[src/rtl/rc4_prga_decrypt.sv]
// rc4_prga_decrypt: RC4 PRGA keystream generator XORed with the encrypted ROM into the decrypted RAM
// Ports: clk, reset (sync, active-high), start (level, S-memory holds scheduled key)
//        s_addr/s_wdata/s_wren/s_q : S-memory port, one access per cycle
//        rom_addr/rom_q            : encrypted-message ROM
//        dec_addr/dec_wdata/dec_wren : decrypted-message RAM
//        done                      : all MSG_LEN bytes written, held until reset
module rc4_prga_decrypt #(
    parameter int MSG_LEN = 32,
    parameter int MSG_AW  = 5,
    parameter int RD_WAIT = 2
) (
    input  logic              clk,
    input  logic              reset,
    input  logic              start,
    output logic [7:0]        s_addr,
    output logic [7:0]        s_wdata,
    output logic              s_wren,
    input  logic [7:0]        s_q,
    output logic [MSG_AW-1:0] rom_addr,
    input  logic [7:0]        rom_q,
    output logic [MSG_AW-1:0] dec_addr,
    output logic [7:0]        dec_wdata,
    output logic              dec_wren,
    output logic              done
);
    localparam int WW = (RD_WAIT > 1) ? $clog2(RD_WAIT) : 1;
    localparam logic [WW-1:0] W_LAST = WW'(RD_WAIT - 1);
    localparam logic [MSG_AW:0] K_LAST = (MSG_AW + 1)'(MSG_LEN - 1);
    typedef enum logic [3:0] {
        IDLE, INC_I, WAIT_SI, ADD_J, WAIT_SJ, WR_SI, WR_SJ, RD_F, WAIT_F, WR_DEC, NEXT_K, DONE
    } state_t;
    state_t state_q, state_d;
    logic [7:0] i_q, i_d, j_q, j_d, si_q, si_d, sj_q, sj_d;
    logic [MSG_AW:0] k_q, k_d;
    logic [WW-1:0] w_q, w_d;
    logic [7:0] s_addr_q, s_addr_d, s_wdata_q, s_wdata_d, dec_wdata_q, dec_wdata_d;
    logic [MSG_AW-1:0] rom_addr_q, rom_addr_d, dec_addr_q, dec_addr_d;
    logic s_wren_q, s_wren_d, dec_wren_q, dec_wren_d, done_q, done_d;
    always_comb begin
        state_d     = state_q;
        i_d         = i_q;
        j_d         = j_q;
        si_d        = si_q;
        sj_d        = sj_q;
        k_d         = k_q;
        w_d         = w_q;
        s_addr_d    = s_addr_q;
        s_wdata_d   = s_wdata_q;
        rom_addr_d  = rom_addr_q;
        dec_addr_d  = dec_addr_q;
        dec_wdata_d = dec_wdata_q;
        s_wren_d    = 1'b0;
        dec_wren_d  = 1'b0;
        done_d      = done_q;
        case (state_q)
            IDLE: state_d = start ? INC_I : IDLE;
            INC_I: begin
                i_d      = i_q + 8'd1;
                s_addr_d = i_q + 8'd1;
                w_d      = '0;
                state_d  = WAIT_SI;
            end
            WAIT_SI, WAIT_SJ, WAIT_F: begin
                w_d = w_q + 1'b1;
                if (w_q == W_LAST)
                    state_d = (state_q == WAIT_SI) ? ADD_J : (state_q == WAIT_SJ) ? WR_SI : WR_DEC;
            end
            ADD_J: begin
                si_d     = s_q;
                j_d      = j_q + s_q;
                s_addr_d = j_q + s_q;
                w_d      = '0;
                state_d  = WAIT_SJ;
            end
            WR_SI: begin
                sj_d      = s_q;
                s_addr_d  = i_q;
                s_wdata_d = s_q;
                s_wren_d  = 1'b1;
                state_d   = WR_SJ;
            end
            WR_SJ: begin
                s_addr_d  = j_q;
                s_wdata_d = si_q;
                s_wren_d  = 1'b1;
                state_d   = RD_F;
            end
            RD_F: begin
                s_addr_d   = si_q + sj_q;
                rom_addr_d = k_q[MSG_AW-1:0];
                w_d        = '0;
                state_d    = WAIT_F;
            end
            WR_DEC: begin
                dec_addr_d  = k_q[MSG_AW-1:0];
                dec_wdata_d = s_q ^ rom_q;
                dec_wren_d  = 1'b1;
                state_d     = NEXT_K;
            end
            NEXT_K: begin
                k_d     = (k_q == K_LAST) ? k_q : k_q + 1'b1;
                state_d = (k_q == K_LAST) ? DONE : INC_I;
            end
            DONE: done_d = 1'b1;
            default: state_d = IDLE;
        endcase
    end
    always_ff @(posedge clk) begin
        if (reset) begin
            state_q     <= IDLE;
            i_q         <= '0;
            j_q         <= '0;
            si_q        <= '0;
            sj_q        <= '0;
            k_q         <= '0;
            w_q         <= '0;
            s_addr_q    <= '0;
            s_wdata_q   <= '0;
            s_wren_q    <= 1'b0;
            rom_addr_q  <= '0;
            dec_addr_q  <= '0;
            dec_wdata_q <= '0;
            dec_wren_q  <= 1'b0;
            done_q      <= 1'b0;
        end else begin
            state_q     <= state_d;
            i_q         <= i_d;
            j_q         <= j_d;
            si_q        <= si_d;
            sj_q        <= sj_d;
            k_q         <= k_d;
            w_q         <= w_d;
            s_addr_q    <= s_addr_d;
            s_wdata_q   <= s_wdata_d;
            s_wren_q    <= s_wren_d;
            rom_addr_q  <= rom_addr_d;
            dec_addr_q  <= dec_addr_d;
            dec_wdata_q <= dec_wdata_d;
            dec_wren_q  <= dec_wren_d;
            done_q      <= done_d;
        end
    end
    assign s_addr    = s_addr_q;
    assign s_wdata   = s_wdata_q;
    assign s_wren    = s_wren_q;
    assign rom_addr  = rom_addr_q;
    assign dec_addr  = dec_addr_q;
    assign dec_wdata = dec_wdata_q;
    assign dec_wren  = dec_wren_q;
    assign done      = done_q;
endmodule

[config.mk]
export PLATFORM = sky130hd
export DESIGN_NAME = rc4_prga_decrypt
export DESIGN_NICKNAME = d
export VERILOG_FILES = /design/src/rtl/rc4_prga_decrypt.sv
export SDC_FILE = /design/constraint.sdc
export NUM_CORES = 1
export LEC_CHECK = 0
export CORE_MARGIN = 5
export CORE_UTILIZATION = 46
export CTS_BUF_LIST = sky130_fd_sc_hd__clkbuf_8
export CTS_CLUSTER_SIZE = 28
export DETAILED_ROUTE_END_ITERATION = 12
export PLACE_DENSITY = 0.72
export SLEW_MARGIN = 20
export SYNTH_ARGS = -nofsm -noshare
export SYNTH_HDL_FRONTEND = slang
export SYNTH_SLANG_ARGS = --single-unit
[constraint.sdc]
create_clock -name clk -period 1.8 [get_ports clk]
set_input_delay 0.27 -clock clk [delete_from_list [all_inputs] [get_ports clk]]
set_output_delay 0.27 -clock clk [all_outputs]
set_load 0.02 [all_outputs]
* Word level (Yosys, flattened, before mapping) *
Cells that the tools add are included.

storage, ports and cells
  bits in registers = 80
  bits of input ports = 19
  output and inout bits = 37
  logic and storage cells = 56

operators by class
  add/subtract/negate cells = 5
  equality and inequality tests = 13
  mux-type cells = 11
  bitwise gates (word level) = 3
  reduce and logical (&&, ||, !) cells = 9

operators by type and width
  kind                 number
  $pmux 4 s10          1
  $pmux 8 s5           1
  $add 8x8->8          2
  $eq 4x3->1 const B   4
  $eq 4x4->1 const B   4
  $mux 4               4
  $pmux 8 s2           1
  $add 8x1->8 const B  1
  $eq 4x2->1 const B   2
  $xor 8x8->8          1
  $add 6x1->6 const B  1
  $eq 6x5->1 const B   1
  $reduce_or 3->1      2
  $reduce_bool 5->1    1
  $eq 4x1->1 const B   1
  $logic_not 4->1      1
  $reduce_and 2->1     2
  $reduce_bool 2->1    2
  $mux 1               3
  $ne 2x2->1 const B   1
  $not 1->1            2
  $pmux 1 s2           1
  $reduce_or 2->1      1
  $add 1x1->1 const B  1

* Depth between registers and ports, before layout *
  depth in word-level cells = 5
  depth in mapped cells = 9
  gate-level depth less buffers = 9

* Worst setup path after synthesis *
OpenSTA, ideal clock, no wires.

  path kind = register to register
  from = reg si_q[0]
  to = reg s_addr_q[6], in the netlist s_addr[6]
  setup time = 134 ps
  data arrival time = 1839 ps
  required time = 1666 ps
  slack = -173 ps
  cell stages (with the launch flop) = 9
  buffers on the path = 0
  period minus slack after synthesis = 1973 ps
  path through = dfxtp_1 > ha_1 > fa_1 > a21o_1 > a21o_1 > a21oi_1 > nor4b_1 > nor4_1 > a211oi_1

between the ends
  cells in the longest elaborated chain, start to end = 2

RTL lines
  element                 line  RTL
  from (decl)             33    logic [7:0] i_q, i_d, j_q, j_d, si_q, si_d, sj_q, sj_d;
  from (signal assigned)  129   si_q <= si_d;
  $add 8x8->8             89    s_addr_d = si_q + sj_q;
  $pmux 8 s5              55    case (state_q)
  to (signal assigned)    133   s_addr_q <= s_addr_d;
  to (decl)               36    logic [7:0] s_addr_q, s_addr_d, s_wdata_q, s_wdata_d, dec_wdata_q, dec_wdata_d;

No other way between the ends.
A chain may end at the register's enable or synchronous reset.

* Worst setup path after layout *
  from = reg sj_q[0]
  to = reg s_addr_q[6], in the netlist s_addr[6]

between the ends
  cells in the longest elaborated chain, start to end = 2

RTL lines
  element                 line  RTL
  from (decl)             33
  from (signal assigned)  130   sj_q <= sj_d;
  $add 8x8->8             89
  $pmux 8 s5              55

No other way between the ends.

==> results.json <==
{
  "worst_slack_ps": -205.4,
  "synth_area_leader_cell": "dfxtp_1",
  "period_share_pct": 111.4,
  "n_antenna_cell": 0,
  "synth.area.top_cells": "dfxtp_1, nand2_1, a21oi_1, ha_1, xnor2_1",
  "skew_ps": 10.10,
  "rows": 34,
  "p_int_mw": 2.997,
  "gp_congestion": 0.9076,
  "cts_sinks": 80,
  "die_y_um": 103.7,
  "critPathKind": "reg -> reg",
  "port_buffers": 55,
  "synth_seq_area_share_pct": 39.64,
  "fillers": 694,
  "synthMostInstantiatedCell": "nand2_1",
  "multiInputGateArea_um2": 2549,
  "end_kind": "flip-flop",
  "rr_worst_depth": 8,
  "ys_types": 51,
  "grt_pass1_vias": 4107,
  "initialDrtViolationCount": 299,
  "min_to": "dec_wren",
  "r2r_start": "sj_q[0]",
  "ys_warn_count": 0,
  "rrSetupSlack_ps": -210,
  "status": "finished, violations left",
  "hold_viol": 0,
  "synth.top_cell.area_share_pct": 39.64,
  "wl_um": 12290,
  "clock_latency_ps": 360,
  "start_util_pct": 46.78,
  "die_area_um2": 10760,
  "cts_max_level": 3,
  "hold_start": "reset",
  "synth_common_cells": "nand2_1, dfxtp_1, a21oi_1, nor2_1, o21ai_0",
  "place_hpwl_um": 8691,
  "p_sw_share_pct": 25.30,
  "nNetsFinal": 658,
  "power_mw": 4.012,
  "layout_min_cycle_time_ps": 2005,
  "syn_area_um2": 4040,
  "fin_worst_hold_slack_ps": 384.6,
  "cts_tree": "yes",
  "r2r-end": "s_addr[6]",
  "vias": 4129,
  "vias_per_cell": 5.625,
  "violations": "setup timing",
  "worst_pin_slew_ps": 576.7,
  "ir_drop_v": 0.0004555,
  "die_x_um": 103.7,
  "synth_edf_count": 0,
  "globalRouteTotalUtil_pct": 22.19,
  "syn_inst": 499,
  "p_seq_share_pct": 46.1,
  "cts_made_buffers": 9,
  "clock.fmax_ghz": 0.4987,
  "clockBufferDepth": 2,
  "layout-drive-gt1-share_pct": 24.92,
  "clock_power_share_pct": 40.6,
  "switchingPower_mw": 1.015,
  "synthToLayoutAreaGrowth_pct": 42.71,
  "setup_viol": 4,
  "synth_nets": 536,
  "min_path_cells": 2,
  "ys_seq_elements": 80,
  "rsz0062_at_grt": "true",
  "drc_errors": 0,
  "powerDensity_nw_per_um2": 695.9,
  "wire_per_inst_um": 16.74,
  "grt_max_degree": 37,
  "avgSynthCellArea_um2": 8.096,
  "slew_headroom_pct": 61.55,
  "grt-ovfl-total": 0,
  "comb_power_share_pct": 13.4,
  "cp.required_ps": 2080,
  "slew_viol_final": 0,
  "clk_pin_slew_worst_paths_ps": 90,
  "max_cap_violations": 0,
  "crit_path_max_fanout": 2,
  "start_kind": "flip-flop",
  "final_core_util_pct": 66.76,
  "leakage_nw": 2.203,
  "clockRootBuffer": "clkbuf_8",
  "antenna_found_initial": 0,
  "seqCellArea_um2": 1620,
  "ys.flop_type": "dfxtp_1",
  "postCtsHoldBufs": 0,
  "core_area_um2": 8636,
  "cp.arrival_ps": 2290,
  "ios": 56,
  "dr.pass1.iters": 5,
  "async_flop_share_pct": 0,
  "grt_first_pass_wirelength_um": 19910,
  "hold_path.class": "in -> reg",
  "antenna_left": 0
}
-- stage by stage --
step | cells | TNS, ps | setup slack, ps | cell area (µm²)
final | 734 | -486.3 | -205.4 | 5766
after global routing | 734 | -863.0 | -337.7 | 5766
after global placement | 712 | -5217 | -571.7 | 5220
after floorplan | 499 | -36.80 | -36.80 | 4049
after detailed placement | 712 | -5918 | -674.9 | 5220
after CTS | 729 | -282.4 | -166.6 | 5624
-- per-layer routing --
metal	track usage, %	up-vias	wire length (µm)
li1	-	1988	-
met1	25.94	1977	4947
met2	39.16	130	6412
met3	5.348	34	568
met4	8.141	0	357
met5	0	-	0
-- power by group through the flow --
stage | combinational (mW) | sequential, mW | clock [mW]
final | 0.537 | 1.85 | 1.63
after global routing | 0.578 | 1.85 | 1.74
after CTS | 0.503 | 1.85 | 1.65
after detailed placement | 0.480 | 1.89 | 0
after global placement | 0.469 | 1.89 | 0
after floorplan | 0.242 | 1.90 | 0
-- worst max path at each step --
stage	startpoint	endpoint	slack, ps	cells past startpoint
5_1_grt	si_q[0]	s_addr[6]	-340	8
6_report	sj_q[0]	s_addr[6]	-210	8
3_3_place_gp	s_q[1]	s_addr[7]	-570	8
3_5_place_dp	s_q[5]	s_addr[7]	-670	8
4_1_cts	sj_q[0]	s_addr[6]	-170	8
2_1_floorplan	si_q[0]	s_addr[6]	-40	8
-- layout by cell type (no fill, tap or decap), drive strengths merged, types with 3 or more instances in the layout --
cell type,count
nor2b,12
ha,16
inv,8
a21o,7
or3,5
o21ai,26
xor2,11
nand2b,5
and2,4
nor2,39
nand3,8
nand2,89
dlygate4sd2,3
dfxtp,80
o21a,3
bufinv,3
xnor2,22
a22oi,12
clkdlybuf4s50,50
clkbuf,9
a21oi,65
a211oi,17
nor3,11
a221oi,5
and3,3
buf,85
-- worst max-delay path: stages, from the launching register on --
cell      delay (ps)
dfxtp_2          340
ha_4             160
fa_2             370
a21o_1           190
a21o_1           200
a21oi_2          200
and4b_1          230
nor4_2            50
a211oi_1         190
-- repair_timing --
item,CTS,global route
resized for setup,41,26
buffers inserted,1,6
pin swaps,21,23
setup endpoints to repair,13,27
-- layout make-up --
cell class	count	share of cell area, %
Clock buffer	9	2.148
Clock inverter	7	2.062
Inverter	5	0.3255
Multi-Input combinational cell	386	44.21
Sequential cell	80	28.10
Tap cell	108	2.344
Timing Repair Buffer	139	20.81
-- flip-flops by register name, summed over array words and instances, names as in the netlist --
name       flops
dec_wdata      8
i_q            8
j_q            8
s_addr         8
s_wdata        8
si_q           8
sj_q           8
k_q            6
dec_addr       5
rom_addr       5
state_q        4
dec_wren       1
done           1
s_wren         1
w_q            1
-- logic make-up (layout without fill, tap and decap cells) --
group                    Yosys count  after routing  synth area share (%)
AO/OA/AOI/OAI                    147            147                 22.11
XOR/XNOR                          33             33                 7.154
adder cells (fa/ha/maj)           18             18                 5.946
buffers and inverters             33            160                 3.438
flip-flops                        80             80                 39.64
multiplexers                       2              2                0.4955
AND/OR/NAND/NOR                  186            186                 21.21
No activity file was read; power rests on OpenSTA's default activity.
